===== config.mk =====
export PLATFORM = sky130hd
export DESIGN_NAME = d_mem_req_ctrl
export DESIGN_NICKNAME = d
export VERILOG_FILES = /design/src/rtl/d_mem_req_ctrl.sv
export SDC_FILE = /design/constraint.sdc
export NUM_CORES = 1
export LEC_CHECK = 0
export CORE_MARGIN = 8
export CORE_UTILIZATION = 60
export DETAILED_ROUTE_END_ITERATION = 6
export PLACE_DENSITY_LB_ADDON = 0.08
export SETUP_SLACK_MARGIN = 0.3
export SLEW_MARGIN = 10
export SYNTH_ARGS = -nofsm -noshare
export SYNTH_HDL_FRONTEND = slang
export SYNTH_SLANG_ARGS = --single-unit

===== constraint.sdc =====
create_clock -name clk -period 5 [get_ports clk]
set_clock_uncertainty 0.2 [all_clocks]
set_input_delay 0.5 -clock clk [delete_from_list [all_inputs] [get_ports clk]]
set_output_delay 0.5 -clock clk [all_outputs]
set_load 0.005 [all_outputs]

===== src/rtl/d_mem_req_ctrl.sv =====
// Load/store request controller: in-order request queue feeding a single-outstanding
// ready/ack data memory port, with one tagged response per request back to the LSU.
module d_mem_req_ctrl #(
  parameter int ADDR_WIDTH = 32,
  parameter int DATA_WIDTH = 32,
  parameter int TAG_WIDTH  = 4,
  parameter int DEPTH      = 4
) (
  input  logic                  clk,
  input  logic                  reset,
  input  logic                  lsu_req_valid,
  output logic                  lsu_req_ready,
  input  logic                  lsu_req_op,
  input  logic [ADDR_WIDTH-1:0] lsu_req_addr,
  input  logic [DATA_WIDTH-1:0] lsu_req_data,
  input  logic [TAG_WIDTH-1:0]  lsu_req_tag,
  output logic                  lsu_resp_valid,
  input  logic                  lsu_resp_ready,
  output logic                  lsu_resp_op,
  output logic [DATA_WIDTH-1:0] lsu_resp_data,
  output logic [TAG_WIDTH-1:0]  lsu_resp_tag,
  output logic                  memory_req_valid,
  output logic                  memory_req_op,
  output logic [ADDR_WIDTH-1:0] memory_req_address,
  output logic [DATA_WIDTH-1:0] memory_req_data,
  input  logic                  memory_ready,
  input  logic                  memory_ack,
  input  logic [DATA_WIDTH-1:0] memory_data_return,
  output logic                  busy
);
  localparam int PW = $clog2(DEPTH);
  localparam int CW = PW + 1;
  localparam logic [CW-1:0] FULL = CW'(DEPTH);

  localparam logic [1:0] IDLE     = 2'd0;
  localparam logic [1:0] REQ      = 2'd1;
  localparam logic [1:0] WAIT_ACK = 2'd2;
  localparam logic [1:0] RESP     = 2'd3;

  logic [1:0]                        state;
  logic                              run;
  logic [PW-1:0]                     wr_ptr, rd_ptr;
  logic [CW-1:0]                     count;
  logic [DEPTH-1:0]                  q_op;
  logic [DEPTH-1:0][ADDR_WIDTH-1:0]  q_addr;
  logic [DEPTH-1:0][DATA_WIDTH-1:0]  q_data;
  logic [DEPTH-1:0][TAG_WIDTH-1:0]   q_tag;
  logic                              iss_op;
  logic [ADDR_WIDTH-1:0]             iss_addr;
  logic [DATA_WIDTH-1:0]             iss_data;
  logic [TAG_WIDTH-1:0]              iss_tag;
  logic [DATA_WIDTH-1:0]             resp_data;
  logic                              has_entry, push, pop;

  // run keeps ready low during reset without a reset-to-output combinational path
  assign has_entry     = (count != '0);
  assign lsu_req_ready = run && (count != FULL);
  assign push          = lsu_req_valid && lsu_req_ready;
  assign pop           = has_entry && ((state == IDLE) || ((state == RESP) && lsu_resp_ready));

  always_ff @(posedge clk or negedge reset) begin
    if (!reset) begin
      run    <= 1'b0;
      wr_ptr <= '0;
      rd_ptr <= '0;
      count  <= '0;
      q_op   <= '0;
      q_addr <= '0;
      q_data <= '0;
      q_tag  <= '0;
    end else begin
      run <= 1'b1;
      if (push) begin
        q_op[wr_ptr]   <= lsu_req_op;
        q_addr[wr_ptr] <= lsu_req_addr;
        q_data[wr_ptr] <= lsu_req_data;
        q_tag[wr_ptr]  <= lsu_req_tag;
        wr_ptr         <= wr_ptr + 1'b1;
      end
      if (pop) rd_ptr <= rd_ptr + 1'b1;
      if (push && !pop)      count <= count + 1'b1;
      else if (pop && !push) count <= count - 1'b1;
    end
  end

  // Issue register doubles as the response op/tag source; it only reloads on pop.
  always_ff @(posedge clk or negedge reset) begin
    if (!reset) begin
      state     <= IDLE;
      iss_op    <= 1'b0;
      iss_addr  <= '0;
      iss_data  <= '0;
      iss_tag   <= '0;
      resp_data <= '0;
    end else begin
      if (pop) begin
        iss_op   <= q_op[rd_ptr];
        iss_addr <= q_addr[rd_ptr];
        iss_data <= q_data[rd_ptr];
        iss_tag  <= q_tag[rd_ptr];
      end
      case (state)
        IDLE:     if (has_entry) state <= REQ;
        REQ:      if (memory_ready) state <= WAIT_ACK;
        WAIT_ACK: if (memory_ack) begin
          resp_data <= iss_op ? '0 : memory_data_return;
          state     <= RESP;
        end
        RESP:     if (lsu_resp_ready) state <= has_entry ? REQ : IDLE;
        default:  state <= IDLE;
      endcase
    end
  end

  assign memory_req_valid   = (state == REQ);
  assign memory_req_op      = iss_op;
  assign memory_req_address = iss_addr;
  assign memory_req_data    = iss_data;
  assign lsu_resp_valid     = (state == RESP);
  assign lsu_resp_op        = iss_op;
  assign lsu_resp_tag       = iss_tag;
  assign lsu_resp_data      = resp_data;
  assign busy               = has_entry || (state != IDLE);

endmodule


======== After elaboration in Yosys (flattened, before gate mapping) ========
Index checks and enable logic that the tools add are counted.
word-level totals
  flip-flop bits (word level) ............. 387
operators by class
  reductions and logical operators ........ 17
  mux-type cells .......................... 27
  add/subtract/negate cells ............... 4
  $lt $le $gt $ge ......................... 3
  eq/ne operators ......................... 8
operators by type and width
  kind                 number
  $bwmux 128           2
  $bmux 32 s2          2
  $mux 32              4
  $demux 32 s2         1
  $bwmux 16            1
  $bmux 4 s2           1
  $demux 4 s2          1
  $mux 2               4
  $mux 4               2
  $pmux 2 s4           1
  $logic_and 1x1->1    7
  $lt 2x3->1 const B   2
  $mux 3               2
  $add 2x1->2 const B  2
  $bwmux 4             1
  $eq 2x2->1 const B   2
  $ne 2x1->1 const B   2
  $ne 2x2->1 const B   2
  $reduce_and 4->1     1
  $reduce_bool 2->1    2
  $add 3x1->3 const B  1
  $mux 1               3
  $ne 3x3->1 const B   1
  $reduce_bool 3->1    1
  9 further kinds      11

======== Logic depth before layout (Yosys ltp) ========
Gate-level depths: netlist (run 1).
  word-level depth ........................ 7
  gate-level depth with buffers ........... 12

======== Worst setup path after synthesis (run 1) ========
No wires, ideal clock.
  kind .................................... register to register
  from .................................... reg state[0]
  to ...................................... reg count[1]
  path slack .............................. 2463 ps
  clock period less this slack ............ 2537 ps
  stages on the path, launching flop included .. 11
  arrival ................................. 2213 ps
  path buffers ............................ 1
  data required time ...................... 4675 ps
  cells stage by stage .................... dfrtp_1 inv_1 ha_1 a21oi_1 nor2_1 buf_2 inv_1 ha_1 inv_1 fa_1 mux2_2
on the way
  longest elaborated chain between the ends .. 7
  elaborated cells between the ends (all ways) .. 10
  classes of those cells .................. eq/ne (1); mux (1); reduce/logical (8)
RTL lines
  element                                      RTL line  RTL
  start: declaration                           40        logic [1:0] state;
  start signal: assignment                     109       RESP: if (lsu_resp_ready) state <= has_entry ? REQ : IDLE;
  $eq 2x2->1                                   59        assign pop = has_entry && ((state == IDLE) || ((state == RESP) && lsu_resp_ready));
  $logic_and 1x1->1                            59
  $logic_or 1x1->1 *                           59
  $logic_and 1x1->1 *                          59
  $logic_not 1->1                              81        if (push && !pop) count <= count + 1'b1;
  $logic_and 1x1->1                            81
  $mux 3 or $reduce_bool 2->1 (tied branches)  -
  end signal: assignment                       81
  end signal: assignment                       82        else if (pop && !push) count <= count - 1'b1;
  end: declaration                             43        logic [CW-1:0] count;
Every way passes the cells marked *; elsewhere a longest branch is shown, timed or not.
A chain may end at the register's enable or synchronous reset.

======== Worst setup path after layout (run 1) ========
  from .................................... reg state[0]
  to ...................................... out busy
on the way
  longest elaborated chain between the ends .. 2
RTL lines
  element            RTL line  RTL
  $reduce_bool 2->1  123       assign busy = has_entry || (state != IDLE);
  $logic_or 1x1->1   123
  end: declaration   29        output logic busy
Every way passes these cells.

==> results.json, run 1 <==
{
  "outcome": "complete, no violations",
  "critPathCaptureType": "primary output",
  "worst_ep_required_time_ns": 4.30,
  "finished_layout_cells": 1595,
  "cts.hold.buffers_added": 1,
  "floorplan.io_pins": 213,
  "critical_path.cell_chain": "inv_1 > ha_1 > nor4b_1 > inv_1 > clkdlybuf4s50_1",
  "ctsRootBufferMaster": "sky130_fd_sc_hd__clkbuf_16",
  "setup_viol": 0,
  "fin_crit_sh": 0.608,
  "post_cts_resize_count": 0,
  "min_path_type": "reg -> reg",
  "dr.pass1.iters": 4,
  "count_of_buffers_added_by_post_cts_timing_repair_for_setup": 0,
  "core-area_um2": 27000,
  "synthFlopType": "sky130_fd_sc_hd__dfrtp_1",
  "maxCapViolations": 0,
  "final_antenna_net_count": 0,
  "critical-path-top-cell-by-count": "sky130_fd_sc_hd__inv_1",
  "die_height_um": 182,
  "timing.max_slew.rel_slack": 0.238,
  "synth.cell_area_um2": 16500,
  "fin_setup_tns_ns": 0,
  "floorplan.initialDensity": 0.611,
  "drt-total-wl_mm": 34.2,
  "clock_sinks": 387,
  "dpl.hpwl_mm": 21.3,
  "critical_path_peak_fanout": 4,
  "placementRows": 60,
  "synthArstFlopShare": 1.00,
  "worst-endpoint-arrival_ns": 2.34,
  "static-leakage-power_nw": 8.79,
  "cts.htree.levels": 2,
  "max-vdd-ir-drop_mv": 0.378,
  "drc": 0,
  "worst_pin_slew_ns": 1.14,
  "route.detailed.vias_per_inst": 5.75,
  "ctsLongestPathBuffers": 3,
  "dp.cells": 1517,
  "drt_first_iter_violations": 506,
  "antenna_violations_before_repair": 2,
  "critPathKind": "reg -> out",
  "synthToLayoutAreaGrowth_pct": 22.9,
  "first_global_vias": 10300,
  "timing.final.max_slew_violations": 0,
  "layout_commonest_cell": "sky130_fd_sc_hd__dfrtp_1",
  "yosysUniqueCellTypes": 31,
  "tritoncts": "done",
  "layout.cells.most_common_list": "sky130_fd_sc_hd__dfrtp_1 (385), sky130_fd_sc_hd__mux2_2 (316), sky130_fd_sc_hd__clkdlybuf4s50_1 (211), sky130_fd_sc_hd__mux4_2 (69), sky130_fd_sc_hd__clkbuf_16 (43)",
  "cp.buffers_inverters": 3,
  "layout.nets": 1338,
  "critical-path-slowest-cell": "sky130_fd_sc_hd__clkdlybuf4s50_1",
  "path_delay_family": "buffers and inverters",
  "ff_latch_count_synth": 387,
  "first_pass_grt_wire_length_mm": 56.7,
  "fmax_mhz": 329,
  "fp.dieArea_um2": 33000,
  "syn_area_per_cell_um2": 16.3,
  "grt.total_usage": 0.212,
  "ys.warnings.count": 0,
  "globalRoute.totalOverflow": 0,
  "clock_insertion_delay_worst_skew_ns": 0.53,
  "tritoncts.num_buffers": 41,
  "portion_of_the_post_synthesis_area_used_by_sequential_elements": 0.588,
  "crit_path_start_kind": "flop",
  "clkSlewWorstSetupHoldPaths_ns": 0.06,
  "max_stage_delay_ns": 0.48,
  "place_congestion": 0.757,
  "die_x_um": 182,
  "period_needed_ns": 3.04,
  "power_density_nw_per_um2": 681,
  "postSynthNetCount": 1131,
  "layout-drive-gt1-share": 0.404,
  "drt-wirelength-per-cell_um": 21.5,
  "via_count": 9177,
  "synth-edff-count": 0,
  "netlist_instances": 1013,
  "place.port_buffers": 212,
  "final_hold_viol_count": 0,
  "setup_repair_after_global_routing_missed_its_margin": "false",
  "grt_max_degree": 130
}
final timing paths:
| path | slack (ns) | from | end | cells after the start |
|---|---|---|---|---|
| min | 0.28 | lsu_resp_data[0] | lsu_resp_data[0] | 2 |
| min in group asynchronous | 0.48 | reset | q_data[24] | 2 |
| min reg2reg | 0.28 | lsu_resp_data[0] | lsu_resp_data[0] | 2 |
| max reg2reg | 2.21 | count[1] | q_addr[100] | 5 |
| max in group asynchronous | 2.99 | reset | memory_req_data[5] | 3 |
| max | 1.96 | state[0] | busy | 5 |
layout make-up:
type / instances / area [um^2]
clock buffers: 63 / 1260
diodes: 1 / 2.50
repair buffers: 226 / 2270
multi-input cells: 556 / 6450
clock inverters: 13 / 121
flip-flops and latches: 387 / 9690
well taps: 341 / 427
inverters: 8 / 30.0
fillers: 1696 / 6700
cells in the mapped netlist, types with 2 or more instances:
| master | count | area [um^2] |
|---|---|---|
| sky130_fd_sc_hd__clkbuf_1 | 17 | 63.8 |
| sky130_fd_sc_hd__ha_1 | 10 | 125 |
| sky130_fd_sc_hd__mux2_4 | 30 | 450 |
| sky130_fd_sc_hd__nor2b_1 | 2 | 12.5 |
| sky130_fd_sc_hd__mux4_2 | 69 | 1550 |
| sky130_fd_sc_hd__xor2_1 | 3 | 26.3 |
| sky130_fd_sc_hd__nand2_4 | 3 | 33.8 |
| sky130_fd_sc_hd__nand2b_1 | 33 | 206 |
| sky130_fd_sc_hd__dfrtp_1 | 387 | 9680 |
| sky130_fd_sc_hd__inv_1 | 8 | 30.0 |
| sky130_fd_sc_hd__buf_2 | 37 | 185 |
| sky130_fd_sc_hd__mux2_2 | 316 | 3560 |
| sky130_fd_sc_hd__a21oi_1 | 2 | 10.0 |
| sky130_fd_sc_hd__nor2_1 | 2 | 7.51 |
| sky130_fd_sc_hd__xnor2_1 | 3 | 26.3 |
| sky130_fd_sc_hd__buf_6 | 6 | 67.6 |
| sky130_fd_sc_hd__o21ai_0 | 35 | 175 |
| sky130_fd_sc_hd__nand2_1 | 37 | 139 |
worst register-to-register path: cells and delay by family (launching register included):
kind | cells | cell delay, ns
and+or+nand+nor | 2 | 0.92
AOI/OAI and AO/OA | 1 | 0.17
muxes | 1 | 0.40
DFF | 1 | 0.44
buffers and inverters | 1 | 0.53
flip-flops by register name, indices dropped and copies added, names as in the netlist, 3 cells and up:
name,cells
count,3
memory_req_address,32
lsu_resp_tag,4
lsu_resp_data,32
q_data,128
memory_req_data,32
q_op,4
q_addr,128
q_tag,16
stage by stage:
step	worst slack (ns)	cell area (um^2)	utilization	hold WS, ns	power, mW
6_report	1.96	20300	0.751	0.277	13.8
5_1_grt	1.85	20200	0.751	0.296	14.6
4_1_cts	1.96	20200	0.751	0.282	14.0
3_5_place_dp	1.93	18900	0.700	0.269	10.9
3_3_place_gp	1.96	18900	0.700	0.261	10.6
2_1_floorplan	2.46	16500	-	0.00441	8.96
layer usage:
layer | up-vias | track usage | share of wire
met4 | 4 | 0.0443 | 0.016
met1 | 4830 | 0.289 | 0.44
met2 | 198 | 0.351 | 0.49
met3 | 47 | 0.0453 | 0.053
met5 | - | 0 | 0.00091
li1 | 4098 | - | -
cells by family (layout without fill, tap and decap cells):
family | count (synthesis) | after routing | share of synthesized area
AND/OR/NAND/NOR | 82 | 82 | 0.0264
other | 1 | 2 | 0.000228
XOR/XNOR | 6 | 6 | 0.00319
multiplexers | 415 | 415 | 0.338
buffers and inverters | 70 | 310 | 0.0217
flip-flops | 387 | 387 | 0.588
AO/OA/AOI/OAI | 41 | 41 | 0.0141
adder cells (fa/ha/maj) | 11 | 11 | 0.00881
report_power, final:
group | total [mW] | switching (mW) | internal, mW
Sequential | 5.82 | 1.09 | 4.73
Combinational | 4.95 | 1.59 | 3.37
Clock | 3.03 | 1.19 | 1.84
Total | 13.8 | 3.86 | 9.94
No activity file was read; power rests on OpenSTA's default activity.
==> inputs of run 2 (changes only) <==
- CORE_UTILIZATION: 60 -> 50
- clock period: 5 -> 2.4 ns (I/O delays scaled with it)
==> run 2 against run 1 <==
Combinational power up 140%; critical endpoint is now count[2]; register-to-register slack got worse by 2.0 ns; global-route usage down 2.6 points; largest cell class unchanged; sequential power increased by 100%; largest power group is now combinational logic; worst hold slack worse by 0.21 ns; die area rose by 18%.
==> results.json, run 2 (synthesis results as in run 1) <==
{
  "fin_crit_sh": 0.913,
  "max_stage_delay_ns": 0.40,
  "drt_first_iter_violations": 311,
  "fp.dieArea_um2": 39000,
  "crit_path_start_kind": "flop",
  "final_hold_viol_count": 0,
  "die_x_um": 198,
  "top_regs": "q_addr (128), q_data (128)",
  "floorplan.initialDensity": 0.508,
  "setup_viol": 0,
  "fin_setup_tns_ns": 0,
  "core-area_um2": 32500,
  "layout.nets": 1383,
  "worst-endpoint-arrival_ns": 2.43,
  "period_needed_ns": 2.19,
  "static-leakage-power_nw": 9.12,
  "place.port_buffers": 212,
  "maxCapViolations": 0,
  "critical_path_peak_fanout": 4,
  "critical-path-slowest-cell": "sky130_fd_sc_hd__dfrtp_1",
  "max-vdd-ir-drop_mv": 0.722,
  "ctsLongestPathBuffers": 3,
  "tritoncts.num_buffers": 41,
  "layout_commonest_cell": "sky130_fd_sc_hd__dfrtp_1",
  "outcome": "complete, no violations",
  "clock_insertion_delay_worst_skew_ns": 0.52,
  "die_height_um": 198,
  "worst_ep_required_time_ns": 2.64,
  "first_global_vias": 10200,
  "setup_repair_after_global_routing_missed_its_margin": "true",
  "critPathKind": "reg -> reg",
  "timing.final.max_slew_violations": 0,
  "critPathCaptureType": "flop",
  "path_delay_family": "adder cells",
  "drt-total-wl_mm": 37.3,
  "cts.htree.levels": 2,
  "timing.max_slew.rel_slack": 0.644,
  "route.detailed.vias_per_inst": 5.35,
  "critical_path.cell_chain": "buf_6 > ha_4 > a21oi_4 > nor2_4 > inv_2 > ha_4 > inv_2 > fa_2 > xor2_1 > nor2_1 > xor2_1",
  "final_antenna_net_count": 0,
  "drc": 0,
  "grt_max_degree": 72,
  "nFillCells": 2365,
  "place_congestion": 0.712,
  "clock_sinks": 387,
  "tritoncts": "done",
  "clkSlewWorstSetupHoldPaths_ns": 0.06,
  "fmax_mhz": 456,
  "placementRows": 66,
  "cp.buffers_inverters": 3,
  "dpl.hpwl_mm": 23.0,
  "globalRoute.totalOverflow": 0,
  "layout-drive-gt1-share": 0.434,
  "first_pass_grt_wire_length_mm": 58.1,
  "ctsRootBufferMaster": "sky130_fd_sc_hd__clkbuf_16",
  "antenna_violations_before_repair": 2,
  "floorplan.io_pins": 213,
  "drt-wirelength-per-cell_um": 21.5,
  "synthToLayoutAreaGrowth_pct": 28.3,
  "layout.cells.most_common_list": "sky130_fd_sc_hd__dfrtp_1 (383), sky130_fd_sc_hd__mux2_2 (315), sky130_fd_sc_hd__clkdlybuf4s50_1 (207), sky130_fd_sc_hd__mux4_2 (69), sky130_fd_sc_hd__clkbuf_16 (47)",
  "power_density_nw_per_um2": 1410,
  "worst_pin_slew_ns": 0.534,
  "via_count": 9285,
  "dr.pass1.iters": 4,
  "min_path_type": "in -> async",
  "grt.total_usage": 0.186,
  "post-layout-total-power_mw": 29.7
}
==> run 2: cell count changes in the layout (fill, tap and decap cells not counted), moves of 5 or more <==
cell                       previous run  this run
sky130_fd_sc_hd__buf_12               3        20
sky130_fd_sc_hd__clkinv_2             9         4
sky130_fd_sc_hd__inv_1                8         3
sky130_fd_sc_hd__inv_2                0         5
sky130_fd_sc_hd__buf_4               10        28
==> run 2: worst paths after layout <==
kind	from	endpoint	slack, ns	cells past startpoint
hold reg to reg	lsu_resp_data[12]	lsu_resp_data[12]	0.28	2
min in group clk	memory_data_return[18]	lsu_resp_data[18]	0.09	3
max in group asynchronous	reset	q_tag[10]	1.15	3
hold / removal	reset	memory_req_address[3]	0.06	2
setup / recovery	state[1]	count[2]	0.21	11
setup reg to reg	state[1]	count[2]	0.21	11
==> run 2: through the flow <==
step,utilization,hold slack (ns),cells,setup slack [ns],cell area [um^2]
4_1_cts,0.645,0.0613,1723,0.188,20900
2_1_floorplan,-,-0.256,1013,0.139,16500
6_report,0.651,0.0622,1735,0.208,21100
3_5_place_dp,0.598,0.0238,1642,0.0162,19400
5_1_grt,0.651,0.0791,1735,0.125,21100
3_3_place_gp,0.598,0.0265,1642,0.0432,19400
==> run 2: power by group <==
group,total [mW],switching [mW],internal (mW),leakage (nW)
sequential,11.7,1.79,9.87,4.69
combinational,11.8,4.13,7.70,3.77
clock,6.26,2.47,3.79,0.661
==> run 2: what timing repair did <==
action	in CTS	in global routing
endpoints found under the hold margin	387	0
gates cloned	1	5
hold buffers	1	0
pin swaps	5	7
setup endpoints to repair	164	136
gates resized for setup	18	12
buffers inserted	9	6
==> run 2: per-layer routing <==
layer  part of all wire  vias up  global-route usage
li1                   -     4176                   -
met4              0.021        2              0.0498
met1               0.45     4877               0.253
met2               0.49      172               0.309
met3              0.042       58              0.0313
met5            0.00021        -                   0
==> run 2: cell type report <==
type,instances,area (um^2),area share
Clock buffer,62,1250,0.0590
Antenna cell,1,2.50,0.000118
Tap cell,442,553,0.0262
Inverter,8,30.0,0.00142
Timing Repair Buffer,271,2950,0.140
Multi-Input combinational cell,556,6560,0.310
Sequential cell,387,9690,0.459
Clock inverter,8,96.3,0.00456
==> inputs of run 3 (changes only) <==
- GPL_ROUTABILITY_DRIVEN: default -> 0
==> results of run 3 <==
No change in the layout: final DEF, timing and power equal those of run 2.
